[config.mk]
export PLATFORM = sky130hd
export DESIGN_NAME = sensor_hub
export DESIGN_NICKNAME = d
export VERILOG_FILES = /design/src/rtl/sensor_hub_pkg.sv /design/src/rtl/sensor_hub_timer.sv /design/src/rtl/sensor_hub.sv
export SDC_FILE = /design/constraint.sdc
export NUM_CORES = 1
export LEC_CHECK = 0
export CAP_MARGIN = 20
export CORE_MARGIN = 8
export CORE_UTILIZATION = 50
export CTS_CLUSTER_DIAMETER = 80
export CTS_CLUSTER_SIZE = 40
export DETAILED_ROUTE_END_ITERATION = 8
export PLACE_DENSITY = 0.85
export SLEW_MARGIN = 20
export SYNTH_ARGS = -nofsm -noshare
export SYNTH_HDL_FRONTEND = slang
export SYNTH_HIERARCHICAL = 1
export SYNTH_SLANG_ARGS = --single-unit
[constraint.sdc]
create_clock -name clock -period 4.69 [get_ports clock]
set_input_delay 0.938 -clock clock [delete_from_list [all_inputs] [get_ports clock]]
set_output_delay 0.938 -clock clock [all_outputs]
set_load 0.005 [all_outputs]
[src/rtl/sensor_hub_pkg.sv]
// Shared definitions for the sensor hub: FSM state codes, request/command
// codes, error codes and small command-decoding helpers.
`timescale 1ns/1ps
package sensor_hub_pkg;

    typedef logic [7:0] hub_byte_t;

    localparam logic [2:0] ST_IDLE      = 3'd0;
    localparam logic [2:0] ST_GET_ADDR  = 3'd1;
    localparam logic [2:0] ST_CHECK     = 3'd2;
    localparam logic [2:0] ST_DISPATCH  = 3'd3;
    localparam logic [2:0] ST_SEND      = 3'd4;
    localparam logic [2:0] ST_POLL_WAIT = 3'd5;

    localparam hub_byte_t CMD_READ_A = 8'h01;
    localparam hub_byte_t CMD_READ_B = 8'h02;
    localparam hub_byte_t CMD_ARM_A  = 8'h03;
    localparam hub_byte_t CMD_ARM_B  = 8'h04;
    localparam hub_byte_t CMD_STOP   = 8'h05;

    localparam hub_byte_t ERR_FLAG     = 8'h80;
    localparam hub_byte_t ERR_BAD_CMD  = 8'hE1;
    localparam hub_byte_t ERR_BAD_ADDR = 8'hE2;
    localparam hub_byte_t ERR_TIMEOUT  = 8'hE3;

    function automatic logic cmd_is_valid(input hub_byte_t c);
        return (c >= CMD_READ_A) && (c <= CMD_STOP);
    endfunction

    function automatic logic cmd_arms(input hub_byte_t c);
        return (c == CMD_ARM_A) || (c == CMD_ARM_B);
    endfunction

    // Arming commands are forwarded to the sensor as the plain read they wrap.
    function automatic hub_byte_t cmd_to_request(input hub_byte_t c);
        case (c)
            CMD_ARM_A: return CMD_READ_A;
            CMD_ARM_B: return CMD_READ_B;
            default:   return c;
        endcase
    endfunction

endpackage

[src/rtl/sensor_hub_timer.sv]
// Saturating down-counter: load a start value, count while enabled, and flag
// expiry once the count has reached zero.
`timescale 1ns/1ps
module sensor_hub_timer #(
    parameter int WIDTH = 8
) (
    input  logic             clock,
    input  logic             reset_n,
    input  logic             load,
    input  logic [WIDTH-1:0] load_value,
    input  logic             count,
    output logic             expire
);

    logic [WIDTH-1:0] cnt_q;
    logic [WIDTH-1:0] cnt_d;

    always_comb begin
        cnt_d = cnt_q;
        if (load) begin
            cnt_d = load_value;
        end else if (count && (cnt_q != '0)) begin
            cnt_d = cnt_q - 1'b1;
        end
    end

    always_ff @(posedge clock or negedge reset_n) begin
        if (!reset_n) begin
            cnt_q <= '0;
        end else begin
            cnt_q <= cnt_d;
        end
    end

    assign expire = count && (cnt_q == '0);

endmodule

[src/rtl/sensor_hub.sv]
// Byte-oriented request/response front end that selects one of NUM_DEVICES
// sensors, collects its result and streams the reply, with optional polling.
`timescale 1ns/1ps
module sensor_hub
    import sensor_hub_pkg::*;
#(
    parameter int NUM_DEVICES    = 32,
    parameter int DATA_WIDTH     = 16,
    parameter int BYTE_TIMEOUT   = 5_000_000,
    parameter int SENSOR_TIMEOUT = 50_000_000,
    parameter int POLL_PERIOD    = 100_000_000
) (
    input  logic                   clock,
    input  logic                   reset_n,
    input  logic                   rx_valid,
    input  logic [7:0]             rx_data,
    output logic [NUM_DEVICES-1:0] dev_enable,
    output logic [7:0]             dev_request,
    input  logic [DATA_WIDTH-1:0]  dev_data,
    input  logic                   dev_done,
    output logic                   tx_valid,
    output logic [7:0]             tx_data,
    input  logic                   tx_ready,
    output logic                   busy,
    output logic                   continuous,
    output logic                   rx_overrun
);

    localparam int NB   = DATA_WIDTH / 8;
    localparam int RW   = (NB + 1) * 8;
    localparam int BT_W = $clog2(BYTE_TIMEOUT + 1);
    localparam int ST_W = $clog2(SENSOR_TIMEOUT + 1);
    localparam int PP_W = $clog2(POLL_PERIOD + 1);
    localparam int TW01 = (BT_W > ST_W) ? BT_W : ST_W;
    localparam int TW   = (TW01 > PP_W) ? TW01 : PP_W;

    logic [2:0]             state_q, state_d;
    hub_byte_t              cmd_q, cmd_d;
    hub_byte_t              addr_q, addr_d;
    hub_byte_t              poll_cmd_q, poll_cmd_d;
    hub_byte_t              poll_addr_q, poll_addr_d;
    logic                   cont_q, cont_d;
    logic                   ovr_q, ovr_d;
    logic [RW-1:0]          resp_q, resp_d;
    logic [2:0]             left_q, left_d;
    logic                   tx_valid_q, tx_valid_d;
    hub_byte_t              tx_data_q, tx_data_d;
    logic [NUM_DEVICES-1:0] dev_enable_q, dev_enable_d;
    hub_byte_t              dev_request_q, dev_request_d;

    logic                   load_resp;
    logic [RW-1:0]          new_resp;
    logic                   addr_bad;
    logic [NUM_DEVICES-1:0] dev_sel;

    logic                   tmr_load;
    logic                   tmr_count;
    logic [TW-1:0]          tmr_value;
    logic                   tmr_expire;

    // Byte, sensor and poll timeouts never overlap, so one counter serves all.
    sensor_hub_timer #(.WIDTH(TW)) u_timer (
        .clock      (clock),
        .reset_n    (reset_n),
        .load       (tmr_load),
        .load_value (tmr_value),
        .count      (tmr_count),
        .expire     (tmr_expire)
    );

    assign addr_bad = ({1'b0, addr_q} >= 9'(NUM_DEVICES));

    always_comb begin
        state_d     = state_q;
        cmd_d       = cmd_q;
        addr_d      = addr_q;
        poll_cmd_d  = poll_cmd_q;
        poll_addr_d = poll_addr_q;
        cont_d      = cont_q;
        ovr_d       = ovr_q;
        resp_d      = resp_q;
        left_d      = left_q;
        tx_valid_d  = tx_valid_q;
        tx_data_d   = tx_data_q;
        load_resp   = 1'b0;
        new_resp    = '0;

        case (state_q)
            ST_IDLE: begin
                if (rx_valid) begin
                    cmd_d   = rx_data;
                    ovr_d   = 1'b0;
                    state_d = ST_GET_ADDR;
                end
            end
            ST_GET_ADDR: begin
                if (tmr_expire) begin
                    if (rx_valid) ovr_d = 1'b1;
                    state_d = cont_q ? ST_POLL_WAIT : ST_IDLE;
                end else if (rx_valid) begin
                    addr_d  = rx_data;
                    state_d = ST_CHECK;
                end
            end
            ST_CHECK: begin
                if (rx_valid) ovr_d = 1'b1;
                if (!cmd_is_valid(cmd_q)) begin
                    load_resp             = 1'b1;
                    new_resp[RW-1 -: 8]   = cmd_q | ERR_FLAG;
                    new_resp[RW-9 -: 8]   = ERR_BAD_CMD;
                end else if (addr_bad) begin
                    load_resp             = 1'b1;
                    new_resp[RW-1 -: 8]   = cmd_q | ERR_FLAG;
                    new_resp[RW-9 -: 8]   = ERR_BAD_ADDR;
                end else if (cmd_q == CMD_STOP) begin
                    cont_d                = 1'b0;
                    load_resp             = 1'b1;
                    new_resp[RW-1 -: 8]   = cmd_q;
                end else begin
                    if (cmd_arms(cmd_q)) begin
                        cont_d      = 1'b1;
                        poll_cmd_d  = cmd_q;
                        poll_addr_d = addr_q;
                    end
                    state_d = ST_DISPATCH;
                end
            end
            ST_DISPATCH: begin
                if (rx_valid) ovr_d = 1'b1;
                if (dev_done) begin
                    load_resp = 1'b1;
                    new_resp  = {cmd_q, dev_data};
                end else if (tmr_expire) begin
                    cont_d                = 1'b0;
                    load_resp             = 1'b1;
                    new_resp[RW-1 -: 8]   = cmd_q | ERR_FLAG;
                    new_resp[RW-9 -: 8]   = ERR_TIMEOUT;
                end
            end
            ST_SEND: begin
                if (rx_valid) ovr_d = 1'b1;
                if (tx_valid_q && tx_ready) begin
                    if (left_q == 3'd0) begin
                        tx_valid_d = 1'b0;
                        state_d    = cont_q ? ST_POLL_WAIT : ST_IDLE;
                    end else begin
                        tx_data_d = resp_q[RW-1 -: 8];
                        resp_d    = resp_q << 8;
                        left_d    = left_q - 3'd1;
                    end
                end
            end
            ST_POLL_WAIT: begin
                if (tmr_expire) begin
                    if (rx_valid) ovr_d = 1'b1;
                    cmd_d   = poll_cmd_q;
                    addr_d  = poll_addr_q;
                    state_d = ST_DISPATCH;
                end else if (rx_valid) begin
                    cmd_d   = rx_data;
                    ovr_d   = 1'b0;
                    state_d = ST_GET_ADDR;
                end
            end
            default: state_d = ST_IDLE;
        endcase

        // Every response path enters SEND through here with its first byte staged.
        if (load_resp) begin
            state_d    = ST_SEND;
            tx_valid_d = 1'b1;
            tx_data_d  = new_resp[RW-1 -: 8];
            resp_d     = new_resp << 8;
            left_d     = 3'(NB);
        end
    end

    always_comb begin
        tmr_count = (state_q == ST_GET_ADDR) || (state_q == ST_DISPATCH) ||
                    (state_q == ST_POLL_WAIT);
        tmr_load  = 1'b0;
        tmr_value = '0;
        if (state_d != state_q) begin
            case (state_d)
                ST_GET_ADDR: begin
                    tmr_load  = 1'b1;
                    tmr_value = TW'(BYTE_TIMEOUT - 1);
                end
                ST_DISPATCH: begin
                    tmr_load  = 1'b1;
                    tmr_value = TW'(SENSOR_TIMEOUT - 1);
                end
                ST_POLL_WAIT: begin
                    tmr_load  = 1'b1;
                    tmr_value = TW'(POLL_PERIOD - 1);
                end
                default: begin
                    tmr_load  = 1'b0;
                    tmr_value = '0;
                end
            endcase
        end
    end

    generate
        for (genvar gi = 0; gi < NUM_DEVICES; gi++) begin : g_sel
            assign dev_sel[gi] = (addr_d == 8'(gi));
        end
    endgenerate

    always_comb begin
        dev_enable_d  = '0;
        dev_request_d = '0;
        if (state_d == ST_DISPATCH) begin
            dev_enable_d  = dev_sel;
            dev_request_d = cmd_to_request(cmd_d);
        end
    end

    always_ff @(posedge clock or negedge reset_n) begin
        if (!reset_n) begin
            state_q       <= ST_IDLE;
            cmd_q         <= '0;
            addr_q        <= '0;
            poll_cmd_q    <= '0;
            poll_addr_q   <= '0;
            cont_q        <= 1'b0;
            ovr_q         <= 1'b0;
            resp_q        <= '0;
            left_q        <= '0;
            tx_valid_q    <= 1'b0;
            tx_data_q     <= '0;
            dev_enable_q  <= '0;
            dev_request_q <= '0;
        end else begin
            state_q       <= state_d;
            cmd_q         <= cmd_d;
            addr_q        <= addr_d;
            poll_cmd_q    <= poll_cmd_d;
            poll_addr_q   <= poll_addr_d;
            cont_q        <= cont_d;
            ovr_q         <= ovr_d;
            resp_q        <= resp_d;
            left_q        <= left_d;
            tx_valid_q    <= tx_valid_d;
            tx_data_q     <= tx_data_d;
            dev_enable_q  <= dev_enable_d;
            dev_request_q <= dev_request_d;
        end
    end

    assign dev_enable  = dev_enable_q;
    assign dev_request = dev_request_q;
    assign tx_valid    = tx_valid_q;
    assign tx_data     = tx_data_q;
    assign busy        = (state_q != ST_IDLE) && (state_q != ST_POLL_WAIT);
    assign continuous  = cont_q;
    assign rx_overrun  = ovr_q;

endmodule

==> results_dict.tcl <==
set metrics [dict create \
    outcome "finished, final reports clean" \
    crit_path_end_kind "flop" \
    synth_area_um2 6280 \
    crit_chain "inv_1, a21oi_2, nand2b_1, nand2b_1, or2_2, nor2_1, buf_4, o211ai_1, o21ai_1, buf_4, a211o_1, or3_1, nor2_2" \
    route.detailed.drc 0 \
    synth-async-reset-ratio_pct 100 \
    core_um2 12400 \
    cts_tree "yes" \
    wl_met3_um 803 \
    hold_buffers 0 \
    io_pins 81 \
    yosysTopAreaCellShare_pct 52.6 \
    port_buffers 80 \
    antenna_found_initial 0 \
    grt_overflow 0 \
    row_count 41 \
    hold_viol 0 \
    synth-seq-cells 132 \
    reg2reg_from "state_q[0]" \
    cp-start-kind "flop" \
    clockPowerShare_pct 25.5 \
    slew_viol_final 0 \
    cts.clk_slew.worst_paths_ps 60 \
    cts_setup_buffers 0 \
    critPathMaxStageDelay_ps 600 \
    clock_tree.root_cell "clkbuf_16" \
    yosysTopAreaCell "dfrtp_1" \
    wirelength_um 16100 \
    area_growth_syn_to_layout_pct 24.3 \
    arrival_ps 4470 \
    cp_max_fo 17 \
    p_comb_share_pct 38.8 \
    grt_setup_unrepaired "no" \
    min_from "resp_q[16]" \
    skew_ps 10.9 \
    cpMaxStageDelayCell "dfrtp_1" \
    clk_latency_ps 420 \
    clockBufferDepth 2 \
    synth-main-ff-cell "dfrtp_1" \
    ir_worst_vdd_mv 0.407 \
    clock_sink_count 132 \
    via_per_inst 5.78 \
    cts_buffers 17 \
    finalCriticalPeriod_ps 4190 \
    holdPathStages 2 \
    reg2reg_slack_ps 500 \
    wl_met2_um 8280 \
    fmax_ghz 0.239 \
    slew_headroom_pct 43.1 \
    routedWlPerCell_um 17.9 \
    met1_length_um 6790 \
    final_util_pct 62.8 \
    finalWorstSetupSlack_ps 503 \
    hold_end "resp_q[16]" \
    drv_cap 0 \
    grt.total_usage_pct 20.4 \
    power.share.switching_pct 38.9 \
    gp_congestion 0.895 \
    ys_seq_area_share_pct 52.6 \
    hp-class "reg -> reg" \
    worst_pin_slew_ps 854 \
    ys_types 67 \
    fillers 969 \
    syn_nets 671 \
    layout_commonest_cell "dfrtp_1" \
    h-tree-depth 4 \
    die_w_um 128 \
    n_antenna_cell 0 \
    drt_iter0_drc 484 \
    hpwl_um 11100 \
    grt_pass1_wl_um 26700 \
    setup_viol 0 \
    fin_crit_sh_pct 89.3 \
    required_ps 4980 \
    dr_total_vias 5209 \
    die_area_um2 16400 \
    mostFrequentLayoutCells "132 x dfrtp_1, 79 x clkdlybuf4s50_1, 74 x nand2_1" \
    grt_max_degree 67 \
    power_frac_seq_pct 35.7 \
    drive_gt1_share_pct 10.3 \
    top_layer_used "met4" \
    ff2ff_path_depth 13 \
    p_int_uw 3050 \
    synth_edf_count 0 \
    dr.pass1.iters 7 \
    tns_ps 0 \
    post_cts_resized 0 \
    dpl_worst_slack_ps 412 \
    power.switching_uw 1940 \
    worstSetupPathType "reg -> reg" \
    ant_nets 0 \
    layout.nets 748 \
    ys_warn_count 6 \
    p_per_area_nw_per_um2 640 \
    syn_area_per_cell_um2 9.82 \
    die_y_um 128 \
    timing.rr.end "dev_enable[3]" \
    initial_core_util_pct 50.6 \
    leakagePower_uw 0.00340 \
    synthTopCellsByArea "dfrtp_1 53%, nand2_1 4.4%, nor2_1 3.8%, o21ai_0 2.6%, inv_1 1.6%" \
    grt_pass1_vias 5290 \
    syn_inst 639 \
]
-- power groups by stage --
stage          combinational (µW)  clock (µW)  sequential (µW)
2_1_floorplan                1370           0             1690
3_3_place_gp                 1800           0             1770
3_5_place_dp                 1880           0             1780
4_1_cts                      1920        1280             1770
5_1_grt                      2150        1330             1820
6_report                     1940        1270             1780
-- kinds of logic after synthesis --
logic type	after synthesis	share of synthesized area, %
AOI/OAI and AO/OA	141	15.6
xor gates and xnor gates	16	2.23
adders and majority gates	3	0.598
buffers and inverters	60	4.05
DFF	132	52.6
muxes	13	2.25
other	1	0.0597
and+or+nand+nor	273	22.6
-- layout make-up --
class / count / area [µm²] / area share (%)
flip-flops and latches: 132 / 3300 / 42.3
multi-input cells: 447 / 2730 / 35.0
repair buffers: 91 / 881 / 11.3
clock buffers: 22 / 474 / 6.08
well taps: 172 / 215 / 2.76
inverters: 27 / 101 / 1.30
clock inverters: 10 / 98.8 / 1.27
-- synthesized netlist by cell type, types with 6 or more instances --
master    instances
and3_1            7
nor2b_1          10
a22oi_1           9
nor2_1           63
dfrtp_1         132
nor2_2            8
a31oi_1           6
a21oi_1          15
a22o_1           10
o21a_1           13
nand3_1           9
nor3_1           18
or3_1             8
a221oi_1          7
inv_1            27
o21ai_0          32
nand2_1          74
and2_1           15
o211ai_1          7
clkbuf_1         24
xor2_1            7
nand2b_1         10
xnor2_1           9
mux2_2            9
nor4_1           10
or2_2             6
-- routing by layer --
metal | vias up | GRT usage (%)
met5 | - | 0
met4 | 0 | 6.99
met3 | 25 | 4.83
met2 | 210 | 34.6
met1 | 2562 | 25.0
li1 | 2412 | -
-- worst max-delay path, delay by kind of cell (launching register included) --
kind	cells	cell delay [ps]
AO/OA/AOI/OAI	4	1260
buffers and inverters	3	680
flip-flops	1	600
AND/OR/NAND/NOR	6	1510
-- registers in the layout, summed over array words and instances (netlist names), 8 cells and up --
| name | cells |
|---|---|
| addr_q | 8 |
| resp_q | 16 |
| dev_enable | 32 |
| poll_addr_q | 8 |
| dev_request | 8 |
| cmd_q | 8 |
| poll_cmd_q | 8 |
| u_timer/cnt_q | 27 |
| tx_data | 8 |
-- worst max-delay path by stage --
stage | start | end | slack [ps] | cells past startpoint
after floorplan | state_q[2] | u_timer/cnt_q[0] | 780 | 19
after global placement | state_q[0] | dev_enable[19] | 580 | 13
after detailed placement | state_q[0] | dev_enable[7] | 410 | 13
after CTS | state_q[0] | dev_enable[3] | 370 | 13
after global routing | state_q[0] | u_timer/cnt_q[9] | 120 | 16
final | state_q[0] | dev_enable[3] | 500 | 13
-- through the flow --
step                cell area, µm²  power [µW]  cells  hold slack [ps]
floorplan                     6280        3060    639              439
global placement              7220        3570    869              462
detailed placement            7220        3670    869              462
CTS                           7790        4970    901              480
global route                  7800        5300    901              486
finish                        7800        4990    901              478
Note: power is estimated with default switching activity, not from simulation.
